File: src/rtl/background_mem_arbiter.sv
// Background memory arbiter.
//
// Shares one single-port background byte memory (640x480, one byte per pixel)
// between a display fetch port and a CPU port. One requester at most is granted
// each cycle. The display has priority, but after STARVE_LIMIT consecutive
// display grants taken while the CPU was waiting, the CPU is forced through.
// Grants are combinational, so back-to-back accesses run at one per cycle.
// Read data returns one cycle after the grant.
//
// Ports:
//   clk, reset       single clock; asynchronous active-high reset
//   disp_req/addr    display fetch request and byte address (dropped if not granted)
//   disp_ack         display granted this cycle
//   disp_rvalid/rdata display read data, one cycle after disp_ack
//   cpu_req/write/addr/wdata  CPU request, held by the CPU until accepted
//   cpu_waitrequest  CPU request not accepted this cycle (also high in reset)
//   cpu_rvalid/rdata CPU read data, one cycle after a read grant
//   mem_*            memory drive; mem_readdata is valid one cycle after the address
//
// Addresses >= DEPTH complete normally on the request side but never select the
// memory: writes are dropped, reads return 0x00.

module background_mem_arbiter #(
   parameter int unsigned DEPTH        = 307200,
   parameter int unsigned STARVE_LIMIT = 8
) (
   input  logic        clk,
   input  logic        reset,

   input  logic        disp_req,
   input  logic [18:0] disp_addr,
   output logic        disp_ack,
   output logic        disp_rvalid,
   output logic [7:0]  disp_rdata,

   input  logic        cpu_req,
   input  logic        cpu_write,
   input  logic [18:0] cpu_addr,
   input  logic [7:0]  cpu_wdata,
   output logic        cpu_waitrequest,
   output logic        cpu_rvalid,
   output logic [7:0]  cpu_rdata,

   output logic [18:0] mem_address,
   output logic        mem_chipselect,
   output logic        mem_write,
   output logic [7:0]  mem_writedata,
   output logic        mem_clken,
   input  logic [7:0]  mem_readdata
);

   localparam logic [7:0] StarveMax = 8'(STARVE_LIMIT);

   // Arbitration state
   logic [7:0]  starve_cnt_q, starve_cnt_d;
   logic        cpu_forced;
   logic        cpu_grant;
   logic        disp_grant;
   logic        any_grant;

   // Address decode
   logic        disp_in_range;
   logic        cpu_in_range;
   logic        win_in_range;
   logic [18:0] win_addr;

   // Memory bus hold registers (bus keeps its last value when idle)
   logic [18:0] addr_hold_q;
   logic [7:0]  wdata_hold_q;

   // Read return pipeline
   logic        disp_rvalid_q;
   logic        disp_oor_q;
   logic        cpu_rvalid_q;
   logic        cpu_oor_q;

   assign disp_in_range = 32'(disp_addr) < DEPTH;
   assign cpu_in_range  = 32'(cpu_addr) < DEPTH;

   // ------------------------------------------------------------------------
   // Winner selection
   // ------------------------------------------------------------------------
   always_comb begin
      cpu_forced = (starve_cnt_q == StarveMax);
      // Reset gates the grants so nothing reaches the memory while in reset.
      cpu_grant  = !reset && cpu_req && (!disp_req || cpu_forced);
      disp_grant = !reset && disp_req && !cpu_grant;
      any_grant  = cpu_grant || disp_grant;

      win_addr     = cpu_grant ? cpu_addr : disp_addr;
      win_in_range = cpu_grant ? cpu_in_range : disp_in_range;
   end

   // ------------------------------------------------------------------------
   // Starvation counter: counts display wins taken while the CPU waited.
   // ------------------------------------------------------------------------
   always_comb begin
      starve_cnt_d = starve_cnt_q;
      if (cpu_grant) begin
         starve_cnt_d = '0;
      end else if (disp_grant && cpu_req && (starve_cnt_q < StarveMax)) begin
         starve_cnt_d = starve_cnt_q + 8'd1;
      end
   end

   // ------------------------------------------------------------------------
   // Requester-side outputs
   // ------------------------------------------------------------------------
   always_comb begin
      disp_ack        = disp_grant;
      cpu_waitrequest = reset || (cpu_req && !cpu_grant);

      disp_rvalid = disp_rvalid_q;
      cpu_rvalid  = cpu_rvalid_q;
      // Out-of-range reads substitute zero for whatever the memory drives.
      disp_rdata  = (disp_rvalid_q && !disp_oor_q) ? mem_readdata : 8'h00;
      cpu_rdata   = (cpu_rvalid_q && !cpu_oor_q) ? mem_readdata : 8'h00;
   end

   // ------------------------------------------------------------------------
   // Memory-side outputs
   // ------------------------------------------------------------------------
   always_comb begin
      mem_address    = any_grant ? win_addr : addr_hold_q;
      mem_writedata  = any_grant ? cpu_wdata : wdata_hold_q;
      mem_chipselect = any_grant && win_in_range;
      // Out-of-range writes are acknowledged to the CPU but never reach memory.
      mem_write      = cpu_grant && cpu_write && cpu_in_range;
      mem_clken      = !reset;
   end

   // ------------------------------------------------------------------------
   // State
   // ------------------------------------------------------------------------
   always_ff @(posedge clk or posedge reset) begin
      if (reset) begin
         starve_cnt_q <= '0;
         addr_hold_q  <= '0;
         wdata_hold_q <= '0;
      end else begin
         starve_cnt_q <= starve_cnt_d;
         if (any_grant) begin
            addr_hold_q  <= win_addr;
            wdata_hold_q <= cpu_wdata;
         end
      end
   end

   // Clearing these asynchronously kills any read in flight when reset hits.
   always_ff @(posedge clk or posedge reset) begin
      if (reset) begin
         disp_rvalid_q <= 1'b0;
         disp_oor_q    <= 1'b0;
         cpu_rvalid_q  <= 1'b0;
         cpu_oor_q     <= 1'b0;
      end else begin
         disp_rvalid_q <= disp_grant;
         disp_oor_q    <= disp_grant && !disp_in_range;
         cpu_rvalid_q  <= cpu_grant && !cpu_write;
         cpu_oor_q     <= cpu_grant && !cpu_write && !cpu_in_range;
      end
   end

endmodule

File: config.mk
export PLATFORM = sky130hd
export DESIGN_NAME = background_mem_arbiter
export DESIGN_NICKNAME = d
export VERILOG_FILES = /design/src/rtl/background_mem_arbiter.sv
export SDC_FILE = /design/constraint.sdc
export NUM_CORES = 1
export LEC_CHECK = 0
export BUFFER_PORTS_ARGS = -buffer_cell sky130_fd_sc_hd__buf_2
export CORE_UTILIZATION = 47
export DETAILED_ROUTE_END_ITERATION = 16
export GPL_TIMING_DRIVEN = 0
export PLACE_DENSITY = 0.91
export SLEW_MARGIN = 0
export SYNTH_ARGS = -nofsm -noshare
export SYNTH_HDL_FRONTEND = slang
export SYNTH_SLANG_ARGS = --single-unit
File: constraint.sdc
create_clock -name clk -period 7.7 [get_ports clk]
set_input_delay 1.925 -clock clk [delete_from_list [all_inputs] [get_ports clk]]
set_output_delay 1.925 -clock clk [all_outputs]
set_load 0.005 [all_outputs]
==> summary.md, run 1 <==
| Metric | Value |
|---|---|
| # resized after CTS | `0` |
| Number of diodes | `0` |
| Vias in the first global route | `1,807` |
| GPL Wtd Cong | `0.734` |
| Layout cell share with drive strength beyond 1 | `0.421` |
| R2r setup slk | `5.83 ns` |
| Maximum vdd drop | `0.126 mV` |
| Slowest stage cell, crit path | `inv_2` |
| Chip height | `66.5 µm` |
| Site Rows | `23` |
| Core area | `0.00400 mm²` |
| Clk sinks | `39` |
| Vias/cell | `5.17` |
| Port bufs | `107` |
| Synthesized area per cell | `9.63 µm²` |
| Worst path arrival time | `3.91 ns` |
| Pwr dens | `179 mW/mm²` |
| Cell depth of the worst flop-to-flop path | `5` |
| Commonest cells after routing, fill and taps aside | `buf_2 (110), dfrtp_1 (39), nand2_1 (29)` |
| Setup WS pre-CTS | `1.83 ns` |
| Post-route DRC | `0` |
| Commonest non-fill, non-tap cell in the layout | `buf_2` |
| Die width | `66.5 µm` |
| Die area | `0.00442 mm²` |
| Yosys reg bits | `39` |
| Total power draw | `473 µW` |
| Clock Skews | `0.00669 ns` |
| Startpoint types | `primary input` |
| Seq/Total Area, Yosys | `0.499` |
| Initial standard-cell utilization of the core | `0.489` |
| # hold bufs at CTS | `0` |
| Slew headroom | `0.424` |
| Final net count | `378` |
| Later-pin clock latency in the skew report | `0.28 ns` |
| Initial antenna violation count | `0` |
| Post-Route Utilization | `0.660` |
| CTS root buf | `clkbuf_8` |
| DRT Pass-1 Iters | `4` |
| Clock slew seen by the registers of the worst setup and hold paths | `0.08 ns` |
| TritonCTS clock tree | `done` |
| CP endpoint | `mem_address[1]` |
| Inst Count DP | `360` |
| Syn nets | `264` |
| WL/cell | `13.4 µm` |
| Worst slew pin tran | `0.863 ns` |
| Worst-path fanout max | `44` |
| Critical-path cell list | `buf_2 -> inv_2 -> o21ai_1 -> buf_2 -> a31oi_1 -> a21oi_1 -> buf_2` |
| Synth warn | `0` |
| Via count | `1,903` |
| Area delta synth->final | `35.1%` |
| Tmin final | `5.83 ns` |
| Slack of the critical path | `1.87 ns` |
| Cells after synthesis | `203` |
| Static Leakage | `0.00140 µW` |
| RR Endpoint | `addr_hold_q[5]` |
| Non-filler cells, final | `368` |
| Worst path required time | `5.78 ns` |
| Max_cap viols | `0` |
| Status | `completed` |
| RSZ-0062 raised after global routing | `false` |
| Fillers | `344` |
| Worst reg2reg startpoint | `starve_cnt_q[6]` |
| First-pass GRT wire length | `7.85 mm` |
| Max Transition Viols Final | `0` |
| Hold Path Class | `flop to flop` |
| Antenna viol nets, final | `0` |
| Final Cycle Share | `0.757` |
| Max clock buf depth | `2` |
| Cell Area, Synth | `0.00195 mm²` |
| Setup violators final | `0` |
| Grt total ovfl | `0` |
| Peak Freq | `171 MHz` |
| Initial DRC count | `102` |
| Routed WL | `4.95 mm` |
| H-tree depth | `2` |
| Pin count of the biggest net entering global routing | `45` |
| CP Launch Point | `reset` |
| Setup TNS Final | `0 ns` |
| Setup Buffers After CTS | `0` |
| CP most frequent cell | `buf_2` |
| HPWL Detailed | `3.86 mm` |
| Total clock buffers created by CTS | `5` |
| Top Ports | `109` |
| Fin. Hold Viols | `0` |
| Distinct cells, synth | `35` |
| Crit. End Element | `primary output` |
| Delay of the slowest cell on the worst path | `0.62 ns` |
| Total track usage | `0.236` |
| Crit path kind | `primary input to primary output` |
## cells in the mapped netlist
cell type | count | area (µm²)
a211oi_1 | 1 | 7.51
a21boi_0 | 2 | 15.0
a21oi_1 | 14 | 70.1
a21oi_4 | 1 | 16.3
a221o_1 | 7 | 70.1
a22o_1 | 1 | 8.76
a31oi_1 | 12 | 75.1
and2_1 | 20 | 125
and2_2 | 1 | 7.51
and3_1 | 1 | 6.26
and3_2 | 4 | 30.0
buf_2 | 3 | 15.0
buf_6 | 4 | 45.0
clkbuf_1 | 3 | 11.3
dfrtp_1 | 39 | 976
ha_1 | 2 | 25.0
inv_1 | 4 | 15.0
mux2i_1 | 2 | 20.0
nand2_1 | 29 | 109
nand3_1 | 2 | 10.0
nand3b_1 | 1 | 7.51
nand4_1 | 1 | 6.26
nor2_1 | 18 | 67.6
nor2_4 | 2 | 22.5
nor2b_1 | 6 | 37.5
nor3_1 | 1 | 5.00
nor4_1 | 1 | 6.26
o21a_1 | 1 | 7.51
o21a_4 | 1 | 15.0
o21ai_0 | 10 | 50.1
o21ai_1 | 4 | 20.0
o21ai_4 | 1 | 16.3
o31ai_1 | 2 | 15.0
or4_4 | 1 | 11.3
xor2_1 | 1 | 8.76
## worst min-delay path by stage
stage	to	cells after the start	slack [ns]	startpoint
after global placement	wdata_hold_q[7]	2	0.45	wdata_hold_q[7]
final	wdata_hold_q[4]	2	0.47	wdata_hold_q[4]
after floorplan	wdata_hold_q[0]	2	0.46	wdata_hold_q[0]
after CTS	wdata_hold_q[4]	2	0.47	wdata_hold_q[4]
after global routing	wdata_hold_q[6]	2	0.48	wdata_hold_q[6]
after detailed placement	wdata_hold_q[4]	2	0.45	wdata_hold_q[4]
## power by group
part | switching, µW | internal (µW)
logic | 55.2 | 49.4
registers | 8.56 | 226
clock network | 70.8 | 63.0
## flip-flops by register name, indices dropped and copies added, names as in the netlist
signal	count
starve_cnt_q	8
cpu_rvalid	1
cpu_oor_q	1
addr_hold_q	19
wdata_hold_q	8
disp_rvalid	1
disp_oor_q	1
## routing by layer
layer	part of all wire	wire, µm	global-route usage
met1	0.42	2100	0.280
met2	0.52	2590	0.427
met3	0.048	235	0.0445
met4	0.0044	22	0.0745
met5	0	0	0
## through the flow
stage,hold slack [ns],instance area (µm²)
after floorplan,0.462,1950
after CTS,0.472,2640
after global routing,0.484,2640
final,0.469,2640
after global placement,0.451,2550
after detailed placement,0.453,2550
## worst max-delay path: cells and delay by family
kind / cells / cell delay (ns)
buffers and inverters: 4 / 1.19
AO/OA/AOI/OAI: 3 / 0.78
## cells by family (layout without fill, tap and decap cells)
family,count (synthesis),after routing,synth area share
AOI/OAI and AO/OA,57,57,0.198
xor gates and xnor gates,1,1,0.00448
adders and majority gates,2,2,0.0128
buffers and inverters,14,129,0.0442
DFF,39,39,0.499
muxes,2,2,0.0102
and+or+nand+nor,88,88,0.231
## final cells by class
class / instances / area [µm²] / area share
multi-input combinational: 150 / 892 / 0.338
clock buffer: 5 / 68.8 / 0.0261
buffer: 10 / 71.3 / 0.0270
timing repair buffer: 107 / 536 / 0.203
tap: 50 / 62.6 / 0.0237
inverter: 4 / 15.0 / 0.00568
clock inverter: 3 / 20.0 / 0.00758
sequential: 39 / 976 / 0.369
Power figures use the tool's default switching activity.
==> run 2: changes to the inputs <==
--- a/config.mk
+++ b/config.mk
@@ -6,10 +6,10 @@
 export NUM_CORES = 1
 export LEC_CHECK = 0
 export BUFFER_PORTS_ARGS = -buffer_cell sky130_fd_sc_hd__buf_2
-export CORE_UTILIZATION = 47
+export CORE_UTILIZATION = 40
 export DETAILED_ROUTE_END_ITERATION = 16
 export GPL_TIMING_DRIVEN = 0
-export PLACE_DENSITY = 0.91
+export PLACE_DENSITY = 0.83
 export SLEW_MARGIN = 0
 export SYNTH_ARGS = -nofsm -noshare
 export SYNTH_HDL_FRONTEND = slang
==> constraint.sdc (replaced) <==
create_clock -name clk -period 4.7 [get_ports clk]
set_input_delay 1.175 -clock clk [delete_from_list [all_inputs] [get_ports clk]]
set_output_delay 1.175 -clock clk [all_outputs]
set_load 0.005 [all_outputs]
==> summary.md, run 2 (synthesized netlist as in run 1, its figures left out) <==
| Metric | Value |
|---|---|
| Peak Freq | `233 MHz` |
| Hold_sp | `wdata_hold_q[2] (was wdata_hold_q[4])` |
| Commonest cells after routing, fill and taps aside | `buf_2 (110), dfrtp_1 (39), nand2_1 (29) (unchanged)` |
| Setup TNS Final | `0 ns (unchanged)` |
| Slew headroom | `0.410 (was 0.424)` |
| Clock slew seen by the registers of the worst setup and hold paths | `0.07 ns (was 0.08 ns)` |
| Worst hold endpoint | `wdata_hold_q[2] (was wdata_hold_q[4])` |
| TritonCTS clock tree | `done (unchanged)` |
| Most flops, register | `addr_hold_q (unchanged)` |
| HPWL Detailed | `3.86 mm (about the same)` |
| Setup violators final | `0 (unchanged)` |
| Initial standard-cell utilization of the core | `0.414 (was 0.489)` |
| Cell depth of the worst flop-to-flop path | `5 (unchanged)` |
| Worst-path fanout max | `44 (unchanged)` |
| Clk sinks | `39 (unchanged)` |
| Final net count | `378 (unchanged)` |
| DRT Pass-1 Iters | `4 (unchanged)` |
| Int Power | `567 µW (was 339 µW)` |
| Startpoint types | `primary input (unchanged)` |
| Area delta synth->final | `36.2% (was 35.1%)` |
| GPL Wtd Cong | `0.815 (was 0.734)` |
| Vias in the first global route | `1,820 (was 1,807)` |
| Switching portion of total power | `0.279 (was 0.284)` |
| Later-pin clock latency in the skew report | `0.29 ns (was 0.28 ns)` |
| Final instance area | `0.00266 mm² (was 0.00264 mm²)` |
| Psw | `220 µW (was 135 µW)` |
| Routed WL | `5.15 mm (was 4.95 mm)` |
| Worst path required time | `3.52 ns (was 5.78 ns)` |
| Via count | `1,928 (was 1,903)` |
| Total clock buffers created by CTS | `5 (unchanged)` |
| Max reg flops | `19 (unchanged)` |
| CP Launch Point | `reset (unchanged)` |
| Clock Skews | `0.00689 ns (was 0.00669 ns)` |
| Crit path kind | `primary input to primary output (unchanged)` |
| Static Leakage | `0.00141 µW (was 0.00140 µW)` |
| Fin. Hold Viols | `0 (unchanged)` |
| Total track usage | `0.206 (was 0.236)` |
| Placed instance area | `0.00257 mm² (was 0.00255 mm²)` |
| Max_cap viols | `0 (unchanged)` |
| Vias/cell | `5.02 (was 5.17)` |
| Number of diodes | `0 (unchanged)` |
| Max Transition Viols Final | `0 (unchanged)` |
| # hold bufs at CTS | `0 (unchanged)` |
| Comb pwr share | `0.220 (was 0.221)` |
| Max clock buf depth | `2 (unchanged)` |
| Die width | `71.9 µm (was 66.5 µm)` |
| Final Cycle Share | `0.913` |
| Pwr dens | `296 mW/mm² (was 179 mW/mm²)` |
| Die area | `0.00517 mm² (was 0.00442 mm²)` |
| Initial antenna violation count | `0 (unchanged)` |
| Multi-input logic area | `892 µm² (unchanged)` |
| # resized after CTS | `0 (unchanged)` |
| Antenna viol nets, final | `0 (unchanged)` |
| Pin count of the biggest net entering global routing | `45 (unchanged)` |
| Sequential power share | `0.489 (was 0.496)` |
| Tmin final | `4.29 ns` |
| Layout cell share with drive strength beyond 1 | `0.420 (was 0.421)` |
| First-pass GRT wire length | `8.15 mm (was 7.85 mm)` |
| WL/cell | `13.4 µm (about the same)` |
| Grt total ovfl | `0 (unchanged)` |
| Site Rows | `25 (was 23)` |
| Min-Delay Path Depth | `2 (unchanged)` |
| Core area | `0.00472 mm² (was 0.00400 mm²)` |
| Maximum vdd drop | `0.156 mV (was 0.126 mV)` |
| R2r setup slk | `2.84 ns (was 5.83 ns)` |
| RSZ-0062 raised after global routing | `false (unchanged)` |
| Clock share of power | `0.291 (was 0.283)` |
| RR Endpoint | `addr_hold_q[7] (was addr_hold_q[5])` |
| Largest registers | `addr_hold_q x19, starve_cnt_q x8, wdata_hold_q x8 (unchanged)` |
| Register area | `976 µm² (unchanged)` |
| Initial DRC count | `92 (was 102)` |
| Post-route DRC | `0 (unchanged)` |
| Fillers | `434 (was 344)` |
| Port bufs | `107 (unchanged)` |
| H-tree depth | `2 (unchanged)` |
| Chip height | `71.9 µm (was 66.5 µm)` |
| Crit. End Element | `primary output (unchanged)` |
| Top Ports | `109 (unchanged)` |
| Worst reg2reg startpoint | `starve_cnt_q[6] (unchanged)` |
| Status | `completed (unchanged)` |
| CTS root buf | `clkbuf_8 (unchanged)` |
| Commonest non-fill, non-tap cell in the layout | `buf_2 (unchanged)` |
| Setup Buffers After CTS | `0 (unchanged)` |
| Worst slew pin tran | `0.883 ns (was 0.863 ns)` |
| Worst path arrival time | `3.12 ns (was 3.91 ns)` |
| Hold Path Class | `flop to flop (unchanged)` |
## run 2: layout make-up
type	instances	area share
Inverter	4	0.00564
Timing Repair Buffer	107	0.201
Sequential cell	39	0.367
Buffer	10	0.0268
Clock buffer	6	0.0310
Multi-Input combinational cell	150	0.335
Clock inverter	1	0.00188
Tap cell	67	0.0315
## run 2: power groups by stage
stage	registers [µW]	logic (µW)	clock network [µW]
3_3_place_gp	389	168	0
2_1_floorplan	387	93.6	0
4_1_cts	385	175	234
5_1_grt	388	195	248
6_report	385	173	229
3_5_place_dp	391	174	0
## run 2: worst max-delay path, cell delays in order
cell and delay [ns]:
buf_2 0.12, inv_2 0.64, o21ai_1 0.44, buf_2 0.32
a31oi_1 0.16, a21oi_1 0.11, buf_2 0.14
## run 2: metrics by stage
stage	cells	util	worst slack [ns]	total power (µW)	hold WS, ns
finish	384	0.563	0.409	787	0.467
global placement	377	0.545	-0.340	557	0.452
detailed placement	377	0.545	0.329	565	0.459
CTS	384	0.563	0.319	794	0.476
floorplan	203	-	0.522	481	0.462
global route	384	0.563	0.108	831	0.497
## run 2: worst max path at each step
| stage | depth (start not counted) | endpoint |
|---|---|---|
| after floorplan | 4 | mem_address[16] |
| after global placement | 6 | mem_address[16] |
| after detailed placement | 7 | mem_address[10] |
| after CTS | 7 | mem_address[10] |
| after global routing | 7 | mem_address[0] |
| final | 7 | mem_address[1] |
## run 2: per-layer routing
metal | part of all wire | GRT usage
met5 | 0 | 0
met4 | 0.017 | 0.0937
met3 | 0.050 | 0.0514
met2 | 0.50 | 0.349
met1 | 0.43 | 0.248
